<file path="src/rtl/pong_pkg.sv">
`default_nettype none
//============================================================================
// Module      : pong_pkg
// Description : Shared 3D Pong types and constants: rally referee states,
//               score ceiling, default serve/grace timing, score helper.
// Revision    : 1.0 - initial release
//============================================================================
package pong_pkg;

  typedef enum logic [2:0] {
    IDLE   = 3'd0,
    SERVE  = 3'd1,
    RALLY  = 3'd2,
    CHECK  = 3'd3,
    RETURN = 3'd4,
    MISSED = 3'd5
  } rally_state_t;

  localparam logic [7:0] SCORE_MAX = 8'd255;

  localparam int SERVE_FRAMES_DEF = 30;
  localparam int GRACE_FRAMES_DEF = 2;

  // Saturating score increment: the score sticks at SCORE_MAX.
  function automatic logic [7:0] sat_inc(input logic [7:0] value);
    return (value == SCORE_MAX) ? value : value + 8'd1;
  endfunction

endpackage
`default_nettype wire

</file>
<file path="src/rtl/rally_scorer_if.sv">
`default_nettype none
//============================================================================
// Module      : rally_scorer_if
// Description : Level-controller / collision-logic side of the rally
//               referee: level control, ball events in, score/pulses out.
// Revision    : 1.0 - initial release
//============================================================================
interface rally_scorer_if;

  logic       level_rst;
  logic       pause;
  logic       paddle_hit;
  logic       ball_at_near;
  logic       ball_at_far;
  logic [7:0] score;
  logic       miss;
  logic       launch;
  logic       rally_active;

  // Environment side: drives control and ball events, observes the referee.
  modport master (
    output level_rst, pause, paddle_hit, ball_at_near, ball_at_far,
    input  score, miss, launch, rally_active
  );

  // Referee side.
  modport slave (
    input  level_rst, pause, paddle_hit, ball_at_near, ball_at_far,
    output score, miss, launch, rally_active
  );

endinterface
`default_nettype wire

</file>
<file path="src/rtl/event_edge.sv">
`default_nettype none
//============================================================================
// Module      : event_edge
// Description : One-bit registered rise detector. The history register
//               follows the input every frame, so the rise output is
//               x & ~x_q.
// Revision    : 1.0 - initial release
//============================================================================
module event_edge (
  input  logic frame_clk,
  input  logic game_rst_n,
  input  logic x,
  output logic rise
);

  logic r_x_q;

  // Previous-frame copy of the level input; updates unconditionally.
  always_ff @(posedge frame_clk or negedge game_rst_n) begin
    if (!game_rst_n) begin
      r_x_q <= 1'b0;
    end else begin
      r_x_q <= x;
    end
  end

  assign rise = x & ~r_x_q;

endmodule
`default_nettype wire

</file>
<file path="src/rtl/rally_scorer.sv">
`default_nettype none
//============================================================================
// Module      : rally_scorer
// Description : Per-level rally referee. Runs the serve delay, scores paddle
//               returns (saturating at 255), grants a short grace window after
//               a near-plane arrival and raises one-cycle launch/miss pulses.
// Revision    : 1.0 - initial release
//============================================================================
module rally_scorer
  import pong_pkg::*;
#(
  parameter int SERVE_FRAMES = SERVE_FRAMES_DEF,
  parameter int GRACE_FRAMES = GRACE_FRAMES_DEF
) (
  input  logic          frame_clk,
  input  logic          game_rst_n,
  rally_scorer_if.slave bus
);

  localparam logic [7:0] c_serve_last = 8'(SERVE_FRAMES - 1);
  localparam logic [3:0] c_grace_last = 4'(GRACE_FRAMES - 1);

  // Event bit positions inside the edge-detector vectors.
  localparam int c_evt_hit  = 0;
  localparam int c_evt_near = 1;
  localparam int c_evt_far  = 2;

  logic [2:0]   w_evt_lvl;
  logic [2:0]   w_evt_rise;
  logic         w_hit_rise;
  logic         w_near_rise;
  logic         w_far_rise;

  rally_state_t r_state;
  rally_state_t w_state_nxt;
  logic [7:0]   r_serve_cnt;
  logic [7:0]   w_serve_cnt_nxt;
  logic [3:0]   r_grace_cnt;
  logic [3:0]   w_grace_cnt_nxt;
  logic [7:0]   r_score;
  logic [7:0]   w_score_nxt;
  logic         r_miss;
  logic         w_miss_nxt;
  logic         r_launch;
  logic         w_launch_nxt;

  assign w_evt_lvl = {bus.ball_at_far, bus.ball_at_near, bus.paddle_hit};

  for (genvar g = 0; g < 3; g++) begin : g_evt_edge
    event_edge u_edge (
      .frame_clk  (frame_clk),
      .game_rst_n (game_rst_n),
      .x          (w_evt_lvl[g]),
      .rise       (w_evt_rise[g])
    );
  end

  assign w_hit_rise  = w_evt_rise[c_evt_hit];
  assign w_near_rise = w_evt_rise[c_evt_near];
  assign w_far_rise  = w_evt_rise[c_evt_far];

  // State, counters, score and output pulses advance on each frame.
  always_ff @(posedge frame_clk or negedge game_rst_n) begin
    if (!game_rst_n) begin
      r_state     <= IDLE;
      r_serve_cnt <= 8'd0;
      r_grace_cnt <= 4'd0;
      r_score     <= 8'd0;
      r_miss      <= 1'b0;
      r_launch    <= 1'b0;
    end else begin
      r_state     <= w_state_nxt;
      r_serve_cnt <= w_serve_cnt_nxt;
      r_grace_cnt <= w_grace_cnt_nxt;
      r_score     <= w_score_nxt;
      r_miss      <= w_miss_nxt;
      r_launch    <= w_launch_nxt;
    end
  end

  // Next-state logic: level restart beats pause, pause freezes everything
  // but still kills the pulses, otherwise the rally rules apply.
  always_comb begin
    w_state_nxt     = r_state;
    w_serve_cnt_nxt = r_serve_cnt;
    w_grace_cnt_nxt = r_grace_cnt;
    w_score_nxt     = r_score;
    w_miss_nxt      = 1'b0;
    w_launch_nxt    = 1'b0;

    if (bus.level_rst) begin
      w_state_nxt     = SERVE;
      w_serve_cnt_nxt = 8'd0;
      w_grace_cnt_nxt = 4'd0;
      w_score_nxt     = 8'd0;
    end else if (!bus.pause) begin
      case (r_state)
        IDLE: begin
          w_state_nxt = IDLE;
        end
        SERVE: begin
          if (r_serve_cnt == c_serve_last) begin
            w_launch_nxt    = 1'b1;
            w_serve_cnt_nxt = 8'd0;
            w_state_nxt     = RALLY;
          end else begin
            w_serve_cnt_nxt = r_serve_cnt + 8'd1;
          end
        end
        RALLY: begin
          // A hit arriving together with the near edge counts as a return.
          if (w_hit_rise) begin
            w_score_nxt = sat_inc(r_score);
            w_state_nxt = RETURN;
          end else if (w_near_rise) begin
            w_grace_cnt_nxt = 4'd0;
            w_state_nxt     = CHECK;
          end
        end
        CHECK: begin
          if (w_hit_rise) begin
            w_score_nxt = sat_inc(r_score);
            w_state_nxt = RETURN;
          end else if (r_grace_cnt == c_grace_last) begin
            w_miss_nxt  = 1'b1;
            w_state_nxt = MISSED;
          end else begin
            w_grace_cnt_nxt = r_grace_cnt + 4'd1;
          end
        end
        RETURN: begin
          // Ball is travelling away; paddle and near events are ignored
          // until it reaches the far wall.
          if (w_far_rise) begin
            w_state_nxt = RALLY;
          end
        end
        MISSED: begin
          w_state_nxt = MISSED;
        end
        default: begin
          w_state_nxt = IDLE;
        end
      endcase
    end
  end

  assign bus.score        = r_score;
  assign bus.miss         = r_miss;
  assign bus.launch       = r_launch;
  assign bus.rally_active = (r_state == RALLY) || (r_state == CHECK) ||
                            (r_state == RETURN);

endmodule
`default_nettype wire

</file>
<file path="src/flat_wrapper.sv">
// flat-port wrapper written by rule: the top's interface ports become plain ports
module rally_scorer_flat import pong_pkg::*;
#(
  parameter int SERVE_FRAMES = SERVE_FRAMES_DEF,
  parameter int GRACE_FRAMES = GRACE_FRAMES_DEF
)
  (frame_clk, game_rst_n, bus_level_rst, bus_pause, bus_paddle_hit, bus_ball_at_near, bus_ball_at_far, bus_score, bus_miss, bus_launch, bus_rally_active);
  rally_scorer_if bus_i ();
  input  logic frame_clk;
  input  logic game_rst_n;
  input wire logic [$bits(bus_i.level_rst)-1:0] bus_level_rst;
  input wire logic [$bits(bus_i.pause)-1:0] bus_pause;
  input wire logic [$bits(bus_i.paddle_hit)-1:0] bus_paddle_hit;
  input wire logic [$bits(bus_i.ball_at_near)-1:0] bus_ball_at_near;
  input wire logic [$bits(bus_i.ball_at_far)-1:0] bus_ball_at_far;
  output wire logic [$bits(bus_i.score)-1:0] bus_score;
  output wire logic [$bits(bus_i.miss)-1:0] bus_miss;
  output wire logic [$bits(bus_i.launch)-1:0] bus_launch;
  output wire logic [$bits(bus_i.rally_active)-1:0] bus_rally_active;
  assign bus_i.level_rst = bus_level_rst;
  assign bus_i.pause = bus_pause;
  assign bus_i.paddle_hit = bus_paddle_hit;
  assign bus_i.ball_at_near = bus_ball_at_near;
  assign bus_i.ball_at_far = bus_ball_at_far;
  assign bus_score = bus_i.score;
  assign bus_miss = bus_i.miss;
  assign bus_launch = bus_i.launch;
  assign bus_rally_active = bus_i.rally_active;
  rally_scorer #(.SERVE_FRAMES(SERVE_FRAMES), .GRACE_FRAMES(GRACE_FRAMES)) u_core (.frame_clk(frame_clk), .game_rst_n(game_rst_n), .bus(bus_i));
endmodule
</file>
<file path="config.mk">
export PLATFORM = sky130hd
export DESIGN_NAME = rally_scorer_flat
export DESIGN_NICKNAME = d
export VERILOG_FILES = /design/src/rtl/pong_pkg.sv /design/src/rtl/rally_scorer_if.sv /design/src/rtl/event_edge.sv /design/src/rtl/rally_scorer.sv /design/src/flat_wrapper.sv
export SDC_FILE = /design/constraint.sdc
export NUM_CORES = 1
export LEC_CHECK = 0
export ABC_CLOCK_PERIOD_IN_PS = 2450
export BUFFER_PORTS_ARGS = -buffer_cell sky130_fd_sc_hd__buf_2
export CORE_MARGIN = 1.5
export CORE_UTILIZATION = 60
export CTS_BUF_LIST = sky130_fd_sc_hd__clkbuf_4 sky130_fd_sc_hd__clkbuf_8
export DETAILED_ROUTE_END_ITERATION = 10
export GPL_ROUTABILITY_DRIVEN = 0
export MAX_ROUTING_LAYER = met4
export PLACE_DENSITY = 0.81
export SLEW_MARGIN = 15
export SYNTH_ARGS = -nofsm -noshare
export SYNTH_HDL_FRONTEND = slang
export SYNTH_SLANG_ARGS = --single-unit
export TNS_END_PERCENT = 10
</file>
<file path="constraint.sdc">
create_clock -name frame_clk -period 2.45 [get_ports frame_clk]
set_input_delay 0.49 -clock frame_clk [delete_from_list [all_inputs] [get_ports frame_clk]]
set_output_delay 0.49 -clock frame_clk [all_outputs]
set_load 0.005 [all_outputs]
</file>
==> reports/results.txt, run 1 <==
The flow ran to the end, and the final reports show no timing, DRC or antenna violations. The endpoint identified for the worst register-to-register timing path is u_core.r_state[0]. After clock tree synthesis, the repair step resized 0 gates. After clock tree synthesis, the clock-pin slew on the worst setup and hold paths is 0.15 ns. In this run, synthesis produced a sequential element count of 28. Share of post-route cells with drive strength above 1: 0.166. The logs give 18 for the number of I/O pins and 3010 um2 for the area of the die.

Power spread over the standard cell area amounts to 660 nW/um2. Number of global-route vias before repair: 1249. The detail route stage leaves a number of antenna-violating nets equal to 0. The tools report the total global-route track usage as 0.252. The class of the tightest hold or removal check is in2async.

TritonCTS created 3 clock buffers. The area share of the largest cell type after synthesis came out at 0.434. Across the whole layout, storage elements account for 701 um2. The clock latency reported for the late side of the worst-skew pair is 0.34 ns. The total buffers and inverters traversed by the critical path came out at 1.

The netlist uses 49 different library cells. Cell at the slowest stage of the critical path: dfrtp_1. The delay contributed by the slowest stage of the critical path works out to 0.57 ns. The transition time at the pin with the least slew margin is 0.617 ns. Measured along the y axis, the die boundary spans 54.9 um. The filler cells instantiated in the layout total 191.

The tools report the worst path arrival time as 1.53 ns. The synthesized netlist cell count was 164; the Yosys warning count was 0. In the final design database the tool counted 194 nets.

The tools report the cell area after technology mapping as 1610 um2. The number of antenna violations at the first check in global routing is 0. The worst slack after detailed placement came out at 0.506 ns.

Counting every net in the synthesized netlist gives 176. The cell depth of the worst flop-to-flop path was 4. The tools report the first-pass GRT wire length as 5310 um. The run gives 1331 as the via count of the routed design. The library cell used most frequently in the layout, excluding fill and tap cells, is dfrtp_1. For the finished layout, the period the worst path requires is 2.02 ns.

The part of the Yosys area used for sequential elements is 0.434, and the number of iterations in the first detailed-routing pass is 4. Leaving out fill and tap cells, the most frequent cells in the layout are 28 x dfrtp_1, 17 x buf_2, 12 x nand2_1. The floorplan has 18 rows.

Wires add up to 3280 um. Broken down by cell family, the worst path's largest delay share belongs to flip-flops. The worst register-to-register path begins at u_core.r_state[0].

Layout overhead on the synthesized area: 8.37%. Root cell of the clock tree: clkbuf_4. The critical path starts at u_core.r_state[0]. Average footprint of a synthesized cell: 9.84 um2. The run gives 0 as the hold violation total from the final report. The H-tree depth was 1. The critical path required time is 1.96 ns. By area the synthesized netlist is led by dfrtp_1 43%, ha_1 3.9%, a21oi_1 2.8%. The detailed router finished its first iteration with 36 violations. The area inside the core boundary came out at 2520 um2. STA classifies the critical path startpoint as a register.

The tools report the multi-input gate area in the final layout as 856 um2. Quantity of I/O buffers inserted on ports: 17. The number of max-capacitance violations reported came out at 0. Capture point of the critical path: bus_rally_active. The analysis attributes to cell leakage a power of 0.000778 uW.

The reg-to-reg setup timing slack is 0.48 ns, and the largest net degree at the start of global routing is 29. The critical path runs through a total of 3 cells. TritonCTS built the clock tree.

The headroom to the max-slew limit is 0.589, and the post-CTS repair timing setup buffer count is 0. Derived from the worst setup path, the maximum achievable clock frequency is 0.495 GHz. Setup slack closes at 0.429 ns. Starting utilization of the core area: 0.640.

The logs give 0 for the cts-stage hold buffer count and 2430 um for the post-detailed-placement half-perimeter wirelength. Setup violations remaining at the end of the flow were counted as 0. The number of pins with negative max-slew slack in the final report was 0; the remaining global-route overflow was 0. The cell type with the highest aggregate area in the netlist is dfrtp_1.

The per-cell routed wire length is 15.5 um. The most instantiated flip-flop cell in the synthesis netlist is dfrtp_1. For the maximum vdd drop, the log shows 416 uV. The die is 54.9 um wide. After routing, the total negative slack on setup checks comes to 0 ns. The setup clock skew after layout is 0.0125 ns. The signal on the critical path passes through or3b_1, nand2_1, buf_2. CTS saw 28 sinks. The number of antenna diodes in the final layout is 0.

STA classifies the critical path endpoint as an output pin. Setup repair after global routing left no endpoint under its margin. By startpoint and endpoint, the worst setup path is classified as reg2out.

The async set-reset flop share out of synthesis is 1.00, and the final cycle utilization of the critical path is 0.825. Yosys mapped a number of flops with a built-in enable equal to 0. The clock passes through at most 2 buffers. The remaining routing DRC violations is 0. The per-cell via count in the routed design came out at 6.31.

Of all nets on the critical path, the largest fanout is 13.
## cell usage after synthesis, drive strengths merged (3+ instances only)
cell    number
nor3b        4
a21oi        9
ha           5
dfrtp       28
or3          3
nor2         9
a211oi       4
nor4b        3
o31ai        5
o21ai        9
nand4        4
nand3        8
nor2b        5
nand2       13
or3b         3
inv          5
o211ai       3
nor4         4
nand2b       3
buf          3
clkbuf       3
## routing by layer
layer / GRT usage / routed length (um) / vias to the layer above
met2: 0.413 / 1600 / 35
li1: - / - / 653
met4: 0.100 / 42 / 0
met5: - / 0 / -
met3: 0.0328 / 129 / 5
met1: 0.313 / 1510 / 638
## worst min path at each step
stage | end | slack, ns
final | u_core.bus.score[2] | 0.14
after floorplan | u_core.bus.launch | 0.19
after global routing | u_core.r_state[1] | 0.19
after global placement | u_core.r_grace_cnt[3] | 0.52
after CTS | u_core.bus.miss | 0.16
after detailed placement | u_core.r_serve_cnt[4] | 0.53
## sequential cells by signal, summed over array words and instances (netlist names)
signal and count:
u_core.r_grace_cnt 4, u_core.bus.score 8, u_core.bus.launch 1, u_core.g_evt_edge.u_edge.r_x_q 3, u_core.r_serve_cnt 8, u_core.bus.miss 1, u_core.r_state 3
## power breakdown
group	switching, uW	leakage (uW)	total [uW]	internal [uW]
registers	95.1	0.000379	594	498
clock network	136	0.0000210	227	91.2
logic	178	0.000379	333	154
total	410	0.000778	1150	744
## layout make-up
| cell class | instances | area share |
|---|---|---|
| repair buffers | 19 | 0.0572 |
| clock buffers | 4 | 0.0207 |
| multi-input cells | 125 | 0.489 |
| inverters | 5 | 0.0107 |
| well taps | 30 | 0.0215 |
| flip-flops and latches | 28 | 0.401 |
## kinds of logic (layout without fill, tap and decap cells)
group                    Yosys count  after routing  share of synthesized area
AO/OA/AOI/OAI                     43             43                      0.191
XOR/XNOR                           4              4                     0.0217
adder cells (fa/ha/maj)            5              5                     0.0388
buffers and inverters             11             28                     0.0357
flip-flops                        28             28                      0.434
multiplexers                       1              1                    0.00620
AND/OR/NAND/NOR                   72             72                      0.272
## worst register-to-register path: cells and delay by family, from the launching register on
| kind | cells | cell delay [ns] |
|---|---|---|
| AO/OA/AOI/OAI | 3 | 0.85 |
| flip-flops | 1 | 0.57 |
| AND/OR/NAND/NOR | 1 | 0.45 |
## metrics by stage
stage / utilization / hold WS (ns) / power [uW] / cell area (um2) / instances
2_1_floorplan: - / 0.194 / 858 / 1610 / 164
3_3_place_gp: 0.679 / 0.521 / 907 / 1710 / 207
3_5_place_dp: 0.679 / 0.531 / 931 / 1710 / 207
4_1_cts: 0.693 / 0.157 / 1160 / 1750 / 211
5_1_grt: 0.693 / 0.193 / 1220 / 1750 / 211
6_report: 0.693 / 0.139 / 1150 / 1750 / 211
Power figures use the tool's default switching activity.
==> inputs of run 2 (changes only) <==
--- a/config.mk
+++ b/config.mk
@@ -5,7 +5,7 @@
 export SDC_FILE = /design/constraint.sdc
 export NUM_CORES = 1
 export LEC_CHECK = 0
-export ABC_CLOCK_PERIOD_IN_PS = 2450
+export ABC_CLOCK_PERIOD_IN_PS = 1910
 export BUFFER_PORTS_ARGS = -buffer_cell sky130_fd_sc_hd__buf_2
 export CORE_MARGIN = 1.5
 export CORE_UTILIZATION = 60
==> constraint.sdc (replaced) <==
create_clock -name frame_clk -period 1.91 [get_ports frame_clk]
set_input_delay 0.382 -clock frame_clk [delete_from_list [all_inputs] [get_ports frame_clk]]
set_output_delay 0.382 -clock frame_clk [all_outputs]
set_load 0.005 [all_outputs]
==> reports/results.txt, run 2 (synthesis gave the netlist of run 1 again) <==
The final period demand of the worst path is 1.79 ns, and the reg-to-reg setup timing slack is 0.12 ns (was 0.48 ns). The cell depth of the worst flop-to-flop path was 6 (was 4); the remaining routing DRC violations was 0 (unchanged). The setup clock skew after layout was 0.00201 ns (was 0.0125 ns). The x dimension of the die came out at 54.9 um (unchanged). The logs give 0.242 (was 0.252) for the total global-route track usage and 4 (unchanged) for the number of iterations in the first detailed-routing pass. The delay contributed by the slowest stage of the critical path was 0.40 ns (was 0.57 ns); the static power due to leakage was 0.000830 uW (was 0.000778 uW).

The total negative slack for setup checks was 0 ns (unchanged). The clock slew seen by the registers of the worst setup and hold paths came out at 0.14 ns (was 0.15 ns). The tools report the total routed wirelength as 3240 um (was 3280 um). The fill cell total of the finished layout was 192 (was 191).

The number of I/O pins came out at 18 (unchanged). The capture point of the critical path is u_core.r_state[0] (was bus_rally_active). For the count of antenna diodes in the layout, the log shows 0 (unchanged).

The root cell of the clock tree is clkbuf_4 (unchanged). TritonCTS built the clock tree. The register area is 701 um2 (unchanged), and the per-cell via count in the routed design is 6.15 (was 6.31). The number of global-route vias before repair is 1202 (was 1249). The category of the worst setup path capture point was a register (was an output pin). Leading cell types in the layout, fill and taps excluded: 28 x dfrtp_1, 17 x buf_2, 12 x nand2_1, 11 x buf_4 (was 28 x dfrtp_1, 17 x buf_2, 12 x nand2_1).

Terminus of the critical flop-to-flop path: u_core.r_state[0] (unchanged). The run finished with clean final reports. The cell at the slowest stage of the critical path is dfrtp_1 (unchanged). The final cycle utilization of the critical path is 0.936.

The largest fanout on the critical path is 3 (was 13), and the violation count after the first detailed-routing iteration is 38 (was 36). The most common cell after layout, fill and taps aside was dfrtp_1 (unchanged). The number of pins with negative max-slew slack in the final report is 0 (unchanged). The post-CTS repair timing setup buffer count came out at 0 (unchanged). The tools report the startpoint of the most critical setup path as u_core.r_grace_cnt[1] (was u_core.r_state[0]). The number of max-capacitance violations reported was 0 (unchanged).

The clock latency reported for the late side of the worst-skew pair was 0.32 ns (was 0.34 ns). The critical path required time is 2.14 ns (was 1.96 ns), and the remaining global-route overflow is 0 (unchanged). The tools report the hold violation total from the final report as 0 (unchanged). The maximum buffer depth of the clock tree was 2 (unchanged); the area of the die was 3010 um2 (unchanged).

For the count of instances resized after the clock tree is built, the log shows 0 (unchanged). The row count is 18 (unchanged), and the post-detailed-placement half-perimeter wirelength is 2320 um (was 2430 um). For the multi-input gate area in the final layout, the log shows 870 um2 (was 856 um2). The post-route antenna net violation count was 0 (unchanged). The starting utilization of the core area came out at 0.640 (unchanged). The number of nets in the final layout came out at 203 (was 194). For the area inside the core boundary, the log shows 2520 um2 (unchanged). The start of the worst register-to-register path was u_core.r_grace_cnt[1] (was u_core.r_state[0]). The cts-stage hold buffer count was 0 (unchanged); the transition time at the pin with the least slew margin was 0.618 ns (was 0.617 ns). The share of post-route cells with drive strength above 1 was 0.216 (was 0.166); the H-tree depth was 1 (unchanged).

The chip height was 54.9 um (unchanged); the headroom to the max-slew limit was 0.588 (was 0.589). Ordered cell list for the critical path: inv_1, ha_1, or3b_4, nor3b_1, or2_4, a211o_1 (was or3b_1, nand2_1, buf_2). First-pass GRT wire length: 5000 um (was 5310 um).

The TritonCTS buffer count came out at 3 (unchanged). The class of the tightest hold or removal check is in2async (unchanged). The per-cell routed wire length is 14.7 um (was 15.5 um), and the count of final setup violators is 0 (unchanged). The via count of the routed design was 1354 (was 1331). The tools report the worst path arrival time as 2.02 ns (was 1.53 ns).

The power density over the cells came out at 859 nW/um2 (was 660 nW/um2). The tools report the kind of start point of the critical path as a register (unchanged). The maximum vdd drop was 568 uV (was 416 uV). The run gives 29 (unchanged) as the largest net degree at the start of global routing. Setup repair after global routing left no endpoint under its margin. The quantity of I/O buffers inserted on ports was 17 (unchanged).

The layout overhead on the synthesized area was 13.4% (was 8.37%); the number of antenna violations at the first check in global routing was 0 (unchanged). For the final cell utilization of the core, the log shows 0.726 (was 0.693). The tools report the clock sink count as 28 (unchanged). Type of the worst setup path: reg2reg (was reg2out). Static timing analysis puts the maximum clock frequency at 0.560 GHz.
[run 2: cell types whose count changed in the layout (fill, tap and decap cells not counted)]
cell,change
buf_4,+9
or2_2,-2
or2_4,+2
nor4b_1,-1
nor4b_2,+1
or3b_1,-1
or3b_4,+1
[run 2: how the worst min path moves through the flow]
stage                from                                end  slack (ns)  cells past startpoint
4_1_cts        game_rst_n  u_core.g_evt_edge[1].u_edge.r_x_q        0.06                      1
3_5_place_dp   game_rst_n              u_core.r_serve_cnt[7]        0.43                      1
3_3_place_gp   game_rst_n              u_core.r_serve_cnt[7]        0.43                      1
5_1_grt        game_rst_n  u_core.g_evt_edge[1].u_edge.r_x_q        0.09                      1
6_report       game_rst_n              u_core.r_serve_cnt[7]        0.05                      1
2_1_floorplan  game_rst_n                  u_core.bus.launch        0.09                      0
[run 2: area by class of cell]
type	instances	area share
multi-input combinational	125	0.475
sequential	28	0.383
timing repair buffer	28	0.0916
tap	30	0.0205
clock buffer	4	0.0198
inverter	5	0.0103
[run 2: through the flow]
stage | cell area, um2 | cells | setup WS, ns | power, uW | hold slack [ns]
global route | 1830 | 220 | 0.000477 | 1670 | 0.0865
CTS | 1820 | 220 | 0.0137 | 1560 | 0.0555
finish | 1830 | 220 | 0.123 | 1570 | 0.0463
global placement | 1780 | 216 | 0.0704 | 1250 | 0.430
floorplan | 1610 | 164 | 0.0523 | 1100 | 0.0864
detailed placement | 1780 | 216 | 0.0381 | 1270 | 0.431
[run 2: per-layer routing]
metal	vias up	wire [um]	GRT usage	share of wire
li1	664	-	-	-
met1	656	1560	0.310	0.48
met4	0	35	0.117	0.011
met5	-	0	-	0
met2	29	1540	0.369	0.48
met3	5	99	0.0437	0.031
[run 2: report_power, final]
group	switching, uW	total, uW	internal, uW
Sequential	61.2	702	640
Combinational	305	585	279
Clock	169	286	117
Total	536	1570	1040
[run 2: worst max-delay path, delay by kind of cell, from the launching register on]
kind / cells / cell delay [ns]
flops: 1 / 0.40
buf+inv: 1 / 0.05
compound gates: 1 / 0.29
fa+ha+maj: 1 / 0.12
simple gates: 3 / 0.82
==> inputs of run 3 (changes only) <==
--- a/config.mk
+++ b/config.mk
@@ -5,7 +5,7 @@
 export SDC_FILE = /design/constraint.sdc
 export NUM_CORES = 1
 export LEC_CHECK = 0
-export ABC_CLOCK_PERIOD_IN_PS = 1910
+export ABC_CLOCK_PERIOD_IN_PS = 1690
 export BUFFER_PORTS_ARGS = -buffer_cell sky130_fd_sc_hd__buf_2
 export CORE_MARGIN = 1.5
 export CORE_UTILIZATION = 60
==> constraint.sdc (replaced) <==
create_clock -name frame_clk -period 1.69 [get_ports frame_clk]
set_input_delay 0.338 -clock frame_clk [delete_from_list [all_inputs] [get_ports frame_clk]]
set_output_delay 0.338 -clock frame_clk [all_outputs]
set_load 0.005 [all_outputs]
==> reports/results.txt, run 3 (synthesis gave the netlist of run 1 again) <==
The starting utilization of the core area is 0.640 (unchanged). Per-cell via count in the routed design: 6.23 (was 6.15). Number of iterations in the first detailed-routing pass: 4 (unchanged). The kind of start point of the critical path was a register (unchanged). The per-cell routed wire length is 16.2 um (was 14.7 um), and the number of nets in the final layout is 212 (was 203). The delay contributed by the slowest stage of the critical path came out at 0.41 ns (was 0.40 ns). The met1 capacity usage during global routing was 0.327 (was 0.310).

The category of the worst setup path capture point is a register (unchanged). Cell at the slowest stage of the critical path: dfrtp_1 (unchanged). TritonCTS built the clock tree. Routing layer with the top usage in global route: met2 (unchanged).

The x dimension of the die was 54.9 um (unchanged); the post-detailed-placement half-perimeter wirelength was 2660 um (was 2320 um). The tools report the maximum buffer depth of the clock tree as 2 (unchanged). Worst path arrival time: 2.03 ns (was 2.02 ns). For the reg-to-reg setup timing slack, the log shows -0.11 ns (was 0.12 ns). The number of global-route vias before repair is 1297 (was 1202), and the setup clock skew after layout is 0.0103 ns (was 0.00201 ns).

The power density over the cells was 961 nW/um2 (was 859 nW/um2). The area of the die is 3010 um2 (unchanged), and the remaining routing DRC violations is 0 (unchanged). The final reports fail on negative hold slack, negative setup slack. The number of pins with negative max-slew slack in the final report was 0 (unchanged); the total negative slack for setup checks was -0.610 ns (was 0 ns).

The run gives 0 (unchanged) as the number of antenna violations at the first check in global routing. The run gives 5660 um (was 5000 um) as the first-pass GRT wire length. Root cell of the clock tree: clkbuf_4 (unchanged). The maximum vdd drop came out at 960 uV (was 568 uV).

Leading cell types in the layout, fill and taps excluded: 28 x dfrtp_1, 17 x buf_2, 16 x buf_4, 12 x nand2_1, 9 x nor2_1 (was 28 x dfrtp_1, 17 x buf_2, 12 x nand2_1, 11 x buf_4). The transition time at the pin with the least slew margin is 0.622 ns (was 0.618 ns), and the total instance count after detailed placement is 224 (was 216). The met3 layer usage reported by global route is 0.0355 (was 0.0437), and the area of all placed cells without fillers is 1980 um2 (was 1830 um2). Number of max-capacitance violations reported: 0 (unchanged).

The run gives 229 (was 220) as the final standard cell count with taps included and fillers excluded. Post-route antenna net violation count: 0 (unchanged). The headroom to the max-slew limit came out at 0.585 (was 0.588). The logs give 0.462 (was 0.369) for the met2 global-route usage and 0 (unchanged) for the remaining global-route overflow. Count of cell instances traversed by the critical path: 6 (unchanged).

The post-route worst hold slack was -0.000808 ns (was 0.0463 ns); the setup slack of the critical path after layout was -0.112 ns (was 0.123 ns). For the static power due to leakage, the log shows 0.000897 uW (was 0.000830 uW). The total routed wirelength came out at 3720 um (was 3240 um). The class of the tightest hold or removal check is in2async (unchanged). Ordered cell list for the critical path: inv_1, ha_1, or3b_4, a2111oi_4, or2_4, o211ai_1 (was inv_1, ha_1, or3b_4, nor3b_1, or2_4, a211o_1). The total buffers and inverters traversed by the critical path works out to 1 (unchanged). The tools report the via count of the routed design as 1426 (was 1354).

Setup repair after global routing could not meet its margin everywhere. Clock slew seen by the registers of the worst setup and hold paths: 0.16 ns (was 0.14 ns). The TritonCTS buffer count is 3 (unchanged). The number of I/O pins was 18 (unchanged); the layout overhead on the synthesized area was 22.9% (was 13.4%).

The violation count after the first detailed-routing iteration is 35 (was 38). The quantity of I/O buffers inserted on ports is 17 (unchanged), and the clock sink count is 28 (unchanged). Count of antenna diodes in the layout: 0 (unchanged). The cell depth of the worst flop-to-flop path is 6 (unchanged), and the critical path required time is 1.91 ns (was 2.14 ns). The tools report the hold violation total from the final report as 5 (was 0). Most common cell after layout, fill and taps aside: dfrtp_1 (unchanged).

The largest net degree at the start of global routing is 29 (unchanged), and the H-tree depth is 1 (unchanged). The count of final setup violators was 9 (was 0). The share of post-route cells with drive strength above 1 is 0.307 (was 0.216).

The logs give 0.555 GHz (was 0.560 GHz) for the fmax and 0.271 (was 0.242) for the total global-route track usage. The clock latency reported for the late side of the worst-skew pair came out at 0.33 ns (was 0.32 ns). The category of cells accounting for the largest share of critical-path delay was simple AND/OR/NAND/NOR gates (unchanged).

The row count came out at 18 (unchanged). The run finished, with violations left. The final period demand of the worst path was 1.80 ns (was 1.79 ns). The final cycle utilization of the critical path was 1.07 (was 0.936). The type of the worst setup path is reg2reg (unchanged). The chip height was 54.9 um (unchanged). The tools report the post-detailed-placement cell area as 1880 um2 (was 1780 um2). The largest fanout on the critical path was 5 (was 3); the area inside the core boundary was 2520 um2 (unchanged).
## run 3: cell count changes in the layout (fill, tap and decap cells not counted), sizes merged
cell	delta
buf	+9
## run 3: where the power goes
part           switching (uW)  total, uW  leakage [uW]  internal (uW)
clock                     199        331     0.0000210            132
sequential               38.7        763      0.000379            724
combinational             415        812      0.000497            397
## run 3: worst reg2reg max path, cell delays in order, from the launching register on
cell       delay, ns
dfrtp_1         0.41
inv_1           0.06
ha_1            0.12
or3b_4          0.40
a2111oi_4       0.41
or2_4           0.21
o211ai_1        0.09
## run 3: layout make-up
cell class                 instances  area [um2]
multi-input combinational        125         922
sequential                        28         701
fill                             177         539
timing repair buffer              37         268
tap                               30        37.5
clock buffer                       4        36.3
inverter                           5        18.8
## run 3: final timing paths
check,end,start
worst max-delay path,u_core.r_grace_cnt[3],u_core.r_grace_cnt[1]
worst min-delay path,u_core.r_state[0],game_rst_n
worst max register to register,u_core.r_grace_cnt[3],u_core.r_grace_cnt[1]
worst min register to register,u_core.r_serve_cnt[4],u_core.r_serve_cnt[4]
max in group asynchronous,u_core.r_serve_cnt[6],game_rst_n
min in group frame_clk,u_core.g_evt_edge[2].u_edge.r_x_q,bus_ball_at_far
## run 3: layer usage
metal  share of wire  vias to the layer above
met5               0                        -
met4           0.011                        0
met3           0.046                        6
met2            0.51                       46
met1            0.43                      689
li1                -                      685
## run 3: what timing repair did
item / 4_1_cts / 5_1_grt
hold buffers: 0 / 0
resized for setup: 3 / 11
pin swaps: 1 / 5
setup buffers: 1 / 0
endpoints found under the setup margin: 12 / 16
## run 3: through the flow
step / worst slack (ns) / util / hold WS [ns] / total power [uW]
after floorplan: -0.0220 / - / 0.0424 / 1270
after global routing: -0.219 / 0.786 / 0.0550 / 2010
after detailed placement: -0.0835 / 0.747 / 0.392 / 1510
after CTS: -0.0974 / 0.768 / 0.0124 / 1870
final: -0.112 / 0.786 / -0.000808 / 1910
after global placement: -0.0314 / 0.747 / 0.386 / 1480
